==> src/rtl/strobe_sample_if.sv <==
// Control/sample bundle between a burst controller and strobe_sample_source.
// master drives the burst controls, slave is the sample source itself.
interface strobe_sample_if #(
    parameter int WIDTH     = 10,
    parameter int DIV_WIDTH = 8
);
    logic                 ena;
    logic                 start;
    logic                 stop;
    logic [1:0]           mode;
    logic [DIV_WIDTH-1:0] period;
    logic [WIDTH-1:0]     count;
    logic [WIDTH-1:0]     data_out;
    logic                 strobe_out;
    logic                 busy;
    logic                 done;

    modport master (
        output ena, start, stop, mode, period, count,
        input  data_out, strobe_out, busy, done
    );

    modport slave (
        input  ena, start, stop, mode, period, count,
        output data_out, strobe_out, busy, done
    );
endinterface

==> src/rtl/strobe_sample_source.sv <==
// Programmable strobed-sample transmitter: ramp / triangle / LFSR / square
// patterns, single-shot or continuous bursts, one strobe per max(period,2) cycles.
module strobe_sample_source #(
    parameter int WIDTH     = 10,
    parameter int DIV_WIDTH = 8
) (
    input  logic            clk,
    input  logic            rst_n,
    strobe_sample_if.slave  bus
);
    typedef enum logic {IDLE, RUN} state_t;

    localparam logic [1:0]       M_TRI   = 2'b01;
    localparam logic [1:0]       M_LFSR  = 2'b10;
    localparam logic [1:0]       M_SQR   = 2'b11;
    localparam logic [WIDTH-1:0] S_MAX   = '1;
    localparam logic [WIDTH-1:0] S_ONE   = WIDTH'(1);
    localparam logic [WIDTH-1:0] LFSR_SEED = WIDTH'(1);

    state_t               state_q, state_d;
    logic [1:0]           mode_q, mode_d;
    logic [DIV_WIDTH-1:0] ivl_m1_q, ivl_m1_d;
    logic [DIV_WIDTH-1:0] icnt_q, icnt_d;
    logic [WIDTH-1:0]     count_q, count_d;
    logic [WIDTH-1:0]     sent_q, sent_d;
    logic [WIDTH-1:0]     pos_q, pos_d;
    logic                 down_q, down_d;
    logic [WIDTH-1:0]     lfsr_q, lfsr_d;
    logic [WIDTH-1:0]     data_q, data_d;
    logic                 strobe_q, strobe_d;
    logic                 done_q, done_d;

    // emit-path sources: either the freshly seeded pattern (start) or the live one
    logic                 emit, seed;
    logic [1:0]           src_mode;
    logic [WIDTH-1:0]     src_pos, src_lfsr, src_sent;
    logic                 src_down;

    function automatic logic [WIDTH-1:0] sample_of(input logic [1:0] md,
                                                   input logic [WIDTH-1:0] pos,
                                                   input logic [WIDTH-1:0] lfsr);
        case (md)
            M_LFSR:  return lfsr;
            M_SQR:   return pos[4] ? S_MAX : '0;
            default: return pos;
        endcase
    endfunction

    // Fibonacci x^10 + x^7 + 1, feedback into bit 0
    function automatic logic [WIDTH-1:0] lfsr_next(input logic [WIDTH-1:0] q);
        return {q[WIDTH-2:0], q[9] ^ q[6]};
    endfunction

    always_comb begin
        state_d  = state_q;
        mode_d   = mode_q;
        ivl_m1_d = ivl_m1_q;
        icnt_d   = icnt_q;
        count_d  = count_q;
        sent_d   = sent_q;
        pos_d    = pos_q;
        down_d   = down_q;
        lfsr_d   = lfsr_q;
        data_d   = data_q;
        strobe_d = 1'b0;
        done_d   = 1'b0;
        emit     = 1'b0;
        seed     = 1'b0;

        if (bus.ena) begin
            case (state_q)
                IDLE: begin
                    if (bus.start && !bus.stop) begin
                        state_d  = RUN;
                        mode_d   = bus.mode;
                        ivl_m1_d = (bus.period < DIV_WIDTH'(2)) ? DIV_WIDTH'(1)
                                                                : bus.period - DIV_WIDTH'(1);
                        count_d  = bus.count;
                        icnt_d   = '0;
                        emit     = 1'b1;
                        seed     = 1'b1;
                    end
                end
                RUN: begin
                    if (bus.stop) begin
                        state_d = IDLE;
                        done_d  = 1'b1;
                    end else if (count_q != '0 && sent_q == count_q) begin
                        state_d = IDLE;
                        done_d  = 1'b1;
                    end else if (icnt_q == ivl_m1_q) begin
                        icnt_d = '0;
                        emit   = 1'b1;
                    end else begin
                        icnt_d = icnt_q + DIV_WIDTH'(1);
                    end
                end
                default: state_d = IDLE;
            endcase
        end

        src_mode = seed ? bus.mode : mode_q;
        src_pos  = seed ? '0 : pos_q;
        src_down = seed ? 1'b0 : down_q;
        src_lfsr = seed ? LFSR_SEED : lfsr_q;
        src_sent = seed ? '0 : sent_q;

        if (emit) begin
            strobe_d = 1'b1;
            data_d   = sample_of(src_mode, src_pos, src_lfsr);
            sent_d   = src_sent + S_ONE;
            lfsr_d   = lfsr_next(src_lfsr);
            down_d   = 1'b0;
            pos_d    = src_pos + S_ONE;
            // triangle bounces at the rails without repeating the peak/trough
            if (src_mode == M_TRI) begin
                if (!src_down) begin
                    down_d = (src_pos == S_MAX);
                    pos_d  = (src_pos == S_MAX) ? src_pos - S_ONE : src_pos + S_ONE;
                end else begin
                    down_d = (src_pos != '0);
                    pos_d  = (src_pos == '0) ? S_ONE : src_pos - S_ONE;
                end
            end
        end
    end

    always_ff @(posedge clk or negedge rst_n) begin
        if (!rst_n) begin
            state_q  <= IDLE;
            mode_q   <= '0;
            ivl_m1_q <= '0;
            icnt_q   <= '0;
            count_q  <= '0;
            sent_q   <= '0;
            pos_q    <= '0;
            down_q   <= 1'b0;
            lfsr_q   <= LFSR_SEED;
            data_q   <= '0;
            strobe_q <= 1'b0;
            done_q   <= 1'b0;
        end else begin
            state_q  <= state_d;
            mode_q   <= mode_d;
            ivl_m1_q <= ivl_m1_d;
            icnt_q   <= icnt_d;
            count_q  <= count_d;
            sent_q   <= sent_d;
            pos_q    <= pos_d;
            down_q   <= down_d;
            lfsr_q   <= lfsr_d;
            data_q   <= data_d;
            strobe_q <= strobe_d;
            done_q   <= done_d;
        end
    end

    assign bus.data_out   = data_q;
    assign bus.strobe_out = strobe_q;
    assign bus.busy       = (state_q == RUN);
    assign bus.done       = done_q;
endmodule

==> src/flat_wrapper.sv <==
// flat-port wrapper written by rule: the top's interface ports become plain ports
module strobe_sample_source_flat 
#(
    parameter int WIDTH     = 10,
    parameter int DIV_WIDTH = 8
)
  (clk, rst_n, bus_ena, bus_start, bus_stop, bus_mode, bus_period, bus_count, bus_data_out, bus_strobe_out, bus_busy, bus_done);
  strobe_sample_if #(.WIDTH(WIDTH), .DIV_WIDTH(DIV_WIDTH)) bus_i ();
  input  logic clk;
  input  logic rst_n;
  input wire logic [$bits(bus_i.ena)-1:0] bus_ena;
  input wire logic [$bits(bus_i.start)-1:0] bus_start;
  input wire logic [$bits(bus_i.stop)-1:0] bus_stop;
  input wire logic [$bits(bus_i.mode)-1:0] bus_mode;
  input wire logic [$bits(bus_i.period)-1:0] bus_period;
  input wire logic [$bits(bus_i.count)-1:0] bus_count;
  output wire logic [$bits(bus_i.data_out)-1:0] bus_data_out;
  output wire logic [$bits(bus_i.strobe_out)-1:0] bus_strobe_out;
  output wire logic [$bits(bus_i.busy)-1:0] bus_busy;
  output wire logic [$bits(bus_i.done)-1:0] bus_done;
  assign bus_i.ena = bus_ena;
  assign bus_i.start = bus_start;
  assign bus_i.stop = bus_stop;
  assign bus_i.mode = bus_mode;
  assign bus_i.period = bus_period;
  assign bus_i.count = bus_count;
  assign bus_data_out = bus_i.data_out;
  assign bus_strobe_out = bus_i.strobe_out;
  assign bus_busy = bus_i.busy;
  assign bus_done = bus_i.done;
  strobe_sample_source #(.WIDTH(WIDTH), .DIV_WIDTH(DIV_WIDTH)) u_core (.clk(clk), .rst_n(rst_n), .bus(bus_i));
endmodule
==> config.mk <==
export PLATFORM = sky130hd
export DESIGN_NAME = strobe_sample_source_flat
export DESIGN_NICKNAME = d
export VERILOG_FILES = /design/src/rtl/strobe_sample_if.sv /design/src/rtl/strobe_sample_source.sv /design/src/flat_wrapper.sv
export SDC_FILE = /design/constraint.sdc
export NUM_CORES = 1
export LEC_CHECK = 0
export CAP_MARGIN = 20
export CORE_ASPECT_RATIO = 0.8
export CORE_MARGIN = 10
export CORE_UTILIZATION = 58
export CTS_CLUSTER_SIZE = 28
export DETAILED_ROUTE_END_ITERATION = 8
export GPL_ROUTABILITY_DRIVEN = 0
export PLACE_DENSITY = 0.8
export SETUP_SLACK_MARGIN = 0.1
export SLEW_MARGIN = 20
export SYNTH_ARGS = -nofsm -noshare
export SYNTH_HDL_FRONTEND = slang
export SYNTH_SLANG_ARGS = --single-unit
==> constraint.sdc <==
create_clock -name clk -period 3.4 [get_ports clk]
set_input_delay 0.68 -clock clk [delete_from_list [all_inputs] [get_ports clk]]
set_output_delay 0.68 -clock clk [all_outputs]
set_load 0.1 [all_outputs]
==> metrics.csv, run 1 <==
stage,metric,value,unit
outcome,status,finished clean,
global_routing,grt_pass1_wl,17.45,mm
synth,synth_top_cell_area_share,42.34,%
cells_and_area,drive_above_1_share,13.36,%
timing,slew_viol_final,0,
die,dieWidth,115.1,um
detailed_routing,wirelength,10.18,mm
global_routing,grt_antenna_before_repair,0,
die,die-area,11060,sq um
synth,synth_edf_count,0,
timing,finClkSkew,0.01126,ns
cells_and_area,fin_nets,534,
worst_setup_path,crit_buf_inv,3,
detailed_routing,drc,0,
synth,synth_cells,470,
die,rows,27,
clocking,cts_resized,0,
placement,place_hpwl,7.422,mm
clocking,postCtsHoldBufs,0,
synth,ys_ff_latch,72,
clocking,cts.sinks,72,
detailed_routing,wire_per_inst,17.08,um
detailed_routing,ant_nets,0,
cells_and_area,final_util,68.73,%
timing,fin_crit,2.949,ns
worst_setup_path,crit_chain,"clkdlybuf4s50_1, nand4bb_1, nand2_1, inv_1, ha_1, and4_1, a31oi_1, or3b_1, buf_4, or2_1, o221ai_1",
cells_and_area,diodes,0,
timing,finalHoldViolCount,0,
detailed_routing,drt_iter0_markers,361,
timing,max_slew_margin,34.81,%
clocking,cts_tree,built,
global_routing,grt_pass1_vias,3530,
synth,syn_avg_cell_area,8.929,sq um
worst_setup_path,cp.arrival,3.22,ns
timing,grt_setup_unrepaired,no,
timing,finalSetupViolations,0,
synth,synth_cell_types,65,
worst_setup_path,rrSetupSlack,0.87,ns
detailed_routing,num_vias,3616,
detailed_routing,first_pass_iters,5,
cells_and_area,nFillCells,550,
worst_setup_path,end_kind,flip-flop,
clocking,cts_inserted_buffers,9,
clocking,clock_insertion_delay_worst_skew,0.36,ns
synth,synth_area_leaders,"dfrtp_1 (42%), nand2_1 (8.7%), xor2_1 (3.5%)",
placement,port-buffer-count,37,
worst_setup_path,worst-setup-path-type,in -> reg,
cells_and_area,area_delta_synth_final,13.98,%
die,ios,38,
worst_setup_path,crit_family,simple AND/OR/NAND/NOR gates,
global_routing,grt-ovfl-total,0,
power_and_ir_drop,p_per_area,549.7,nW/um^2
worst_setup_path,worstPathRequired,3.67,ns
clocking,cts_setup_buffers,0,
min_path,min_path_type,in -> async,
job,maxCapViolCount,0,
global_routing,grt_max_degree,41,
timing,max_freq,0.3391,GHz
timing,tns,0,ns
timing,min_period_over_period,86.75,%
cells_and_area,fin_area,4783,sq um
placement,placed_cell_area,4587,sq um
synth,synth_top_cell_by_area,dfrtp_1,
detailed_routing,viasPerCell,6.067,
power_and_ir_drop,power_leakage,2.055,nW
clocking,clk_path_buf_depth,2,
global_routing,track_usage,19.45,%
synth,syn-cell-area,4197,sq um
timing,worstMarginPinSlew,0.9749,ns
worst_setup_path,start_kind,primary input,
synth,syn_nets,500,
synth,yosys_warnings,0,
clocking,htreeDepth,3,
synth,synth_ff_type,dfrtp_1,
worst_setup_path,crit_path_max_incr_delay,0.51,ns
die,start_util,60.30,%
synth,synthArstFlopShare,100.0,%
clocking,path_clk_slew,0.08,ns
synth,seq_area_frac_synth,42.96,%
power_and_ir_drop,vdd_drop_max,335.0,uV
worst_setup_path,critPathMaxFanout,5,
die,core,6959,sq um
worst_setup_path,cp_slowest_cell,clkdlybuf4s50_1,
die,fp.dieH,96.08,um
clocking,clk_root_buffer_cell,clkbuf_8,
-- kinds of logic (layout without fill, tap and decap cells) --
family                   count (synthesis)  count (layout)  synth area share [%]
AND/OR/NAND/NOR                        214             214                 25.25
XOR/XNOR                                35              35                 7.662
multiplexers                             7               7                 1.729
flip-flops                              72              72                 42.96
AO/OA/AOI/OAI                           98              98                 15.95
buffers and inverters                   39              78                 4.949
adder cells (fa/ha/maj)                  5               5                 1.491
-- worst paths after layout --
| kind | startpoint | to | cells past startpoint |
|---|---|---|---|
| setup / recovery | bus_stop | u_core.pos_q[2] | 11 |
| hold / removal | rst_n | u_core.pos_q[1] | 1 |
| setup reg to reg | u_core.sent_q[3] | u_core.bus.data_out[0] | 6 |
| hold reg to reg | u_core.ivl_m1_q[7] | u_core.ivl_m1_q[7] | 2 |
| max in group asynchronous | rst_n | u_core.icnt_q[1] | 2 |
| min in group clk | u_core.ivl_m1_q[7] | u_core.ivl_m1_q[7] | 2 |
-- cell usage after synthesis, drive strengths merged, types with 6 or more instances --
master  instances
a211oi          7
a21oi          27
a311o           6
buf            20
clkbuf          9
dfrtp          71
inv             9
nand2          98
nand2b         11
nand3           9
nand4          12
nor2           39
nor3            6
nor4            7
o21ai          26
xnor2          16
xor2           19
-- power breakdown --
group | total (mW) | switching (mW) | internal [mW]
registers | 1.16 | 0.174 | 0.988
logic | 0.789 | 0.492 | 0.297
clock network | 0.679 | 0.341 | 0.338
-- routing by layer --
metal	routed length [um]	global-route usage, %
met4	167	6.790
met3	685	4.789
met1	4454	25.26
met5	0	0
met2	4873	31.13
-- worst register-to-register path, cell delays in order, from the launching register on --
cell,delay (ns)
dfrtp_1,0.45
xor2_1,0.21
nor4_2,0.40
nand4_2,0.44
nand2_2,0.54
o21ai_0,0.17
a32o_1,0.24
-- through the flow --
stage               hold slack, ns  worst slack [ns]  std cells  power [mW]
floorplan                   0.3844            0.1274        470       1.720
global placement            0.4936            0.1990        580       1.934
detailed placement          0.4949            0.1165        580       1.957
CTS                         0.3573            0.4735        596       2.632
global route                0.3702            0.2768        596       2.762
finish                      0.3370            0.4506        596       2.630
-- sequential cells by signal, summed over array words and instances, names as in the netlist --
register and flops:
u_core.icnt_q 8, u_core.lfsr_q 10, u_core.count_q 10, u_core.bus.busy 1, u_core.bus.data_out 10, u_core.down_q 1
u_core.bus.done 1, u_core.mode_q 2, u_core.ivl_m1_q 8, u_core.bus.strobe_out 1, u_core.sent_q 10, u_core.pos_q 10
-- final cells by class --
cell class	count	area [sq um]	share of cell area [%]
Multi-Input combinational cell	359	2186	45.70
Sequential cell	72	1804	37.72
Timing Repair Buffer	52	450.4	9.417
Clock buffer	9	123.9	2.590
Tap cell	87	108.9	2.276
Clock inverter	7	72.57	1.517
Inverter	10	37.54	0.7847
-- cells in the final DEF (no fill, tap or decap), types with 4 or more instances in the layout --
cell type | synthesis | layout
nand2_1 | 97 | 97
dfrtp_1 | 71 | 70
nor2_1 | 38 | 38
buf_4 | 6 | 26
clkdlybuf4s50_1 | 0 | 25
a21oi_1 | 24 | 24
o21ai_0 | 23 | 23
xor2_1 | 17 | 17
xnor2_1 | 16 | 16
nand4_1 | 11 | 11
nand2b_1 | 11 | 11
inv_1 | 9 | 9
nand3_1 | 9 | 9
clkbuf_8 | 0 | 9
a211oi_1 | 7 | 7
nor3_1 | 6 | 6
a311o_1 | 6 | 6
and2_1 | 5 | 5
mux2i_1 | 5 | 5
ha_1 | 5 | 5
and4_1 | 4 | 4
a31oi_1 | 4 | 4
nor2b_1 | 4 | 4
or3_1 | 4 | 4
o211ai_1 | 4 | 4
a221oi_1 | 4 | 4
a22oi_1 | 4 | 4
Power figures use the tool's default switching activity.
==> run 2: changes to the inputs <==
- CORE_UTILIZATION: 58 -> 25
- PLACE_DENSITY: 0.8 -> unset
==> run 2 against run 1 <==
Count of clock-buffer cells in the layout up 2. Critical path type unchanged. Global-route usage down 9.4 points. Via count down 2.8%. Sequential power about the same. Flip-flop and latch count unchanged. Clock power up 72%. Cell count up 22%.
==> metrics.csv, run 2 (synthesis gave the netlist of run 1 again) <==
stage,metric,value,unit
outcome,status,finished clean,
clocking,clk_root_buffer_cell,clkbuf_16,
timing,grt_setup_unrepaired,no,
worst_setup_path,r2r-end,u_core.pos_q[3],
detailed_routing,viasPerCell,4.830,
die,ios,38,
die,dieWidth,164.9,um
cells_and_area,multiInputGateArea,2188,sq um
clocking,cts.sinks,72,
cells_and_area,drive_above_1_share,13.39,%
global_routing,grt_pass1_wl,18.35,mm
timing,tns,0,ns
timing,finalHoldViolCount,0,
timing,min_period_over_period,88.65,%
cells_and_area,final_cell_mix,"nand2_1 (97), dfrtp_1 (70), nor2_1 (38)",
worst_setup_path,reg2regPathDepth,10,
die,rows,42,
die,die-area,22400,sq um
detailed_routing,drc,0,
clocking,path_clk_slew,0.06,ns
worst_setup_path,cp.arrival,3.29,ns
detailed_routing,wirelength,10.79,mm
die,start_util,25.43,%
power_and_ir_drop,power,3.110,mW
clocking,cts_tree,built,
detailed_routing,num_vias,3516,
worst_setup_path,worst-setup-path-type,in -> reg,
placement,place_hpwl,7.760,mm
min_path,min_path_type,in -> async,
placement,place_inst,712,
power_and_ir_drop,vdd_drop_max,230.2,uV
placement,port-buffer-count,37,
clocking,cts_inserted_buffers,9,
worst_setup_path,rrSetupSlack,0.75,ns
worst_setup_path,r2r-start,u_core.bus.busy,
cells_and_area,area_delta_synth_final,22.54,%
detailed_routing,wire_per_inst,14.82,um
cells_and_area,fin_nets,533,
die,core,16500,sq um
clocking,htreeDepth,3,
worst_setup_path,worstPathRequired,3.67,ns
timing,fin_hold_ws,0.3784,ns
timing,worstMarginPinSlew,0.9698,ns
detailed_routing,drt_iter0_markers,259,
worst_setup_path,critPathMaxFanout,4,
global_routing,grt-ovfl-total,0,
cells_and_area,nFillCells,1708,
global_routing,track_usage,10.07,%
cells_and_area,seq_area,1804,sq um
timing,finClkSkew,0.01044,ns
power_and_ir_drop,power_leakage,2.141,nW
cells_and_area,final_util,31.16,%
detailed_routing,ant_nets,0,
power_and_ir_drop,p_per_area,604.8,nW/um^2
global_routing,grt_antenna_before_repair,0,
global_routing,grt_pass1_vias,3582,
timing,fin_crit,3.014,ns
timing,max_freq,0.3318,GHz
worst_setup_path,start_kind,primary input,
cells_and_area,diodes,0,
timing,finalSetupViolations,0,
clocking,clk_path_buf_depth,2,
job,maxCapViolCount,0,
global_routing,grt_max_degree,73,
timing,max_slew_margin,35.14,%
die,fp.dieH,135.9,um
worst_setup_path,end_kind,flip-flop,
cells_and_area,fin_cells,728,
cells_and_area,final_common_cell,nand2_1,
detailed_routing,first_pass_iters,4,
clocking,clock_insertion_delay_worst_skew,0.34,ns
timing,slew_viol_final,0,
[run 2: cell count changes in the layout (fill, tap and decap cells not counted), sizes merged]
cell           previous run  this run
clkinvlp                  2         0
clkbuf                    9        11
bufinv                    1         4
clkdlybuf4s50            25        24
clkinv                    5         2
[run 2: worst max-delay path: stages]
cell             delay [ns]
clkdlybuf4s50_1        0.45
nand4bb_1              0.30
nand2_1                0.16
inv_1                  0.05
ha_1                   0.23
and4_1                 0.25
a31oi_1                0.33
nor2_1                 0.16
or2_2                  0.31
a21oi_1                0.16
o221a_2                0.19
[run 2: final cells by class]
cell class                 instances  share of cell area, %
inverter                          10                 0.7299
clock buffer                      11                  4.720
clock inverter                     5                  2.506
timing repair buffer              51                  9.051
tap                              220                  5.353
sequential                        72                  35.09
multi-input combinational        359                  42.55
[run 2: repair_timing]
| action | CTS | global route |
|---|---|---|
| gates resized for setup | 0 | 1 |
| setup buffers | 0 | 0 |
| endpoints found under the setup margin | 0 | 2 |
| hold buffers | 0 | 0 |
[run 2: worst max path at each step]
| stage | cells after the start | from | slack, ns | end |
|---|---|---|---|---|
| 2_1_floorplan | 12 | u_core.bus.busy | 0.13 | u_core.pos_q[5] |
| 3_3_place_gp | 11 | bus_stop | 0.14 | u_core.pos_q[3] |
| 3_5_place_dp | 11 | bus_ena | -0.03 | u_core.pos_q[4] |
| 4_1_cts | 11 | bus_ena | 0.34 | u_core.pos_q[4] |
| 5_1_grt | 11 | bus_ena | 0.15 | u_core.pos_q[3] |
| 6_report | 11 | bus_stop | 0.39 | u_core.pos_q[3] |
[run 2: power breakdown]
| part | total, mW | switching [mW] | leakage, nW | internal [mW] |
|---|---|---|---|---|
| clock | 1.17 | 0.361 | 0.180 | 0.812 |
| combinational | 0.777 | 0.487 | 1.02 | 0.290 |
| sequential | 1.16 | 0.169 | 0.941 | 0.990 |
| total | 3.11 | 1.02 | 2.14 | 2.09 |
[run 2: per-layer routing]
layer,GRT usage [%],vias up,wire [um]
li1,-,1719,-
met1,12.68,1706,4902
met2,16.16,76,5173
met3,2.931,15,575
met4,3.438,0,134
met5,0,-,0
[run 2: through the flow]
step	setup slack (ns)	area [sq um]
after floorplan	0.1274	4198
after global placement	0.1436	4768
after detailed placement	-0.03175	4768
after CTS	0.3352	5140
after global routing	0.1457	5142
final	0.3859	5142
==> run 3: changes to the inputs <==
- CAP_MARGIN: 20 -> unset
==> results of run 3 <==
Final layout, timing and power as in run 2 (identical DEF).
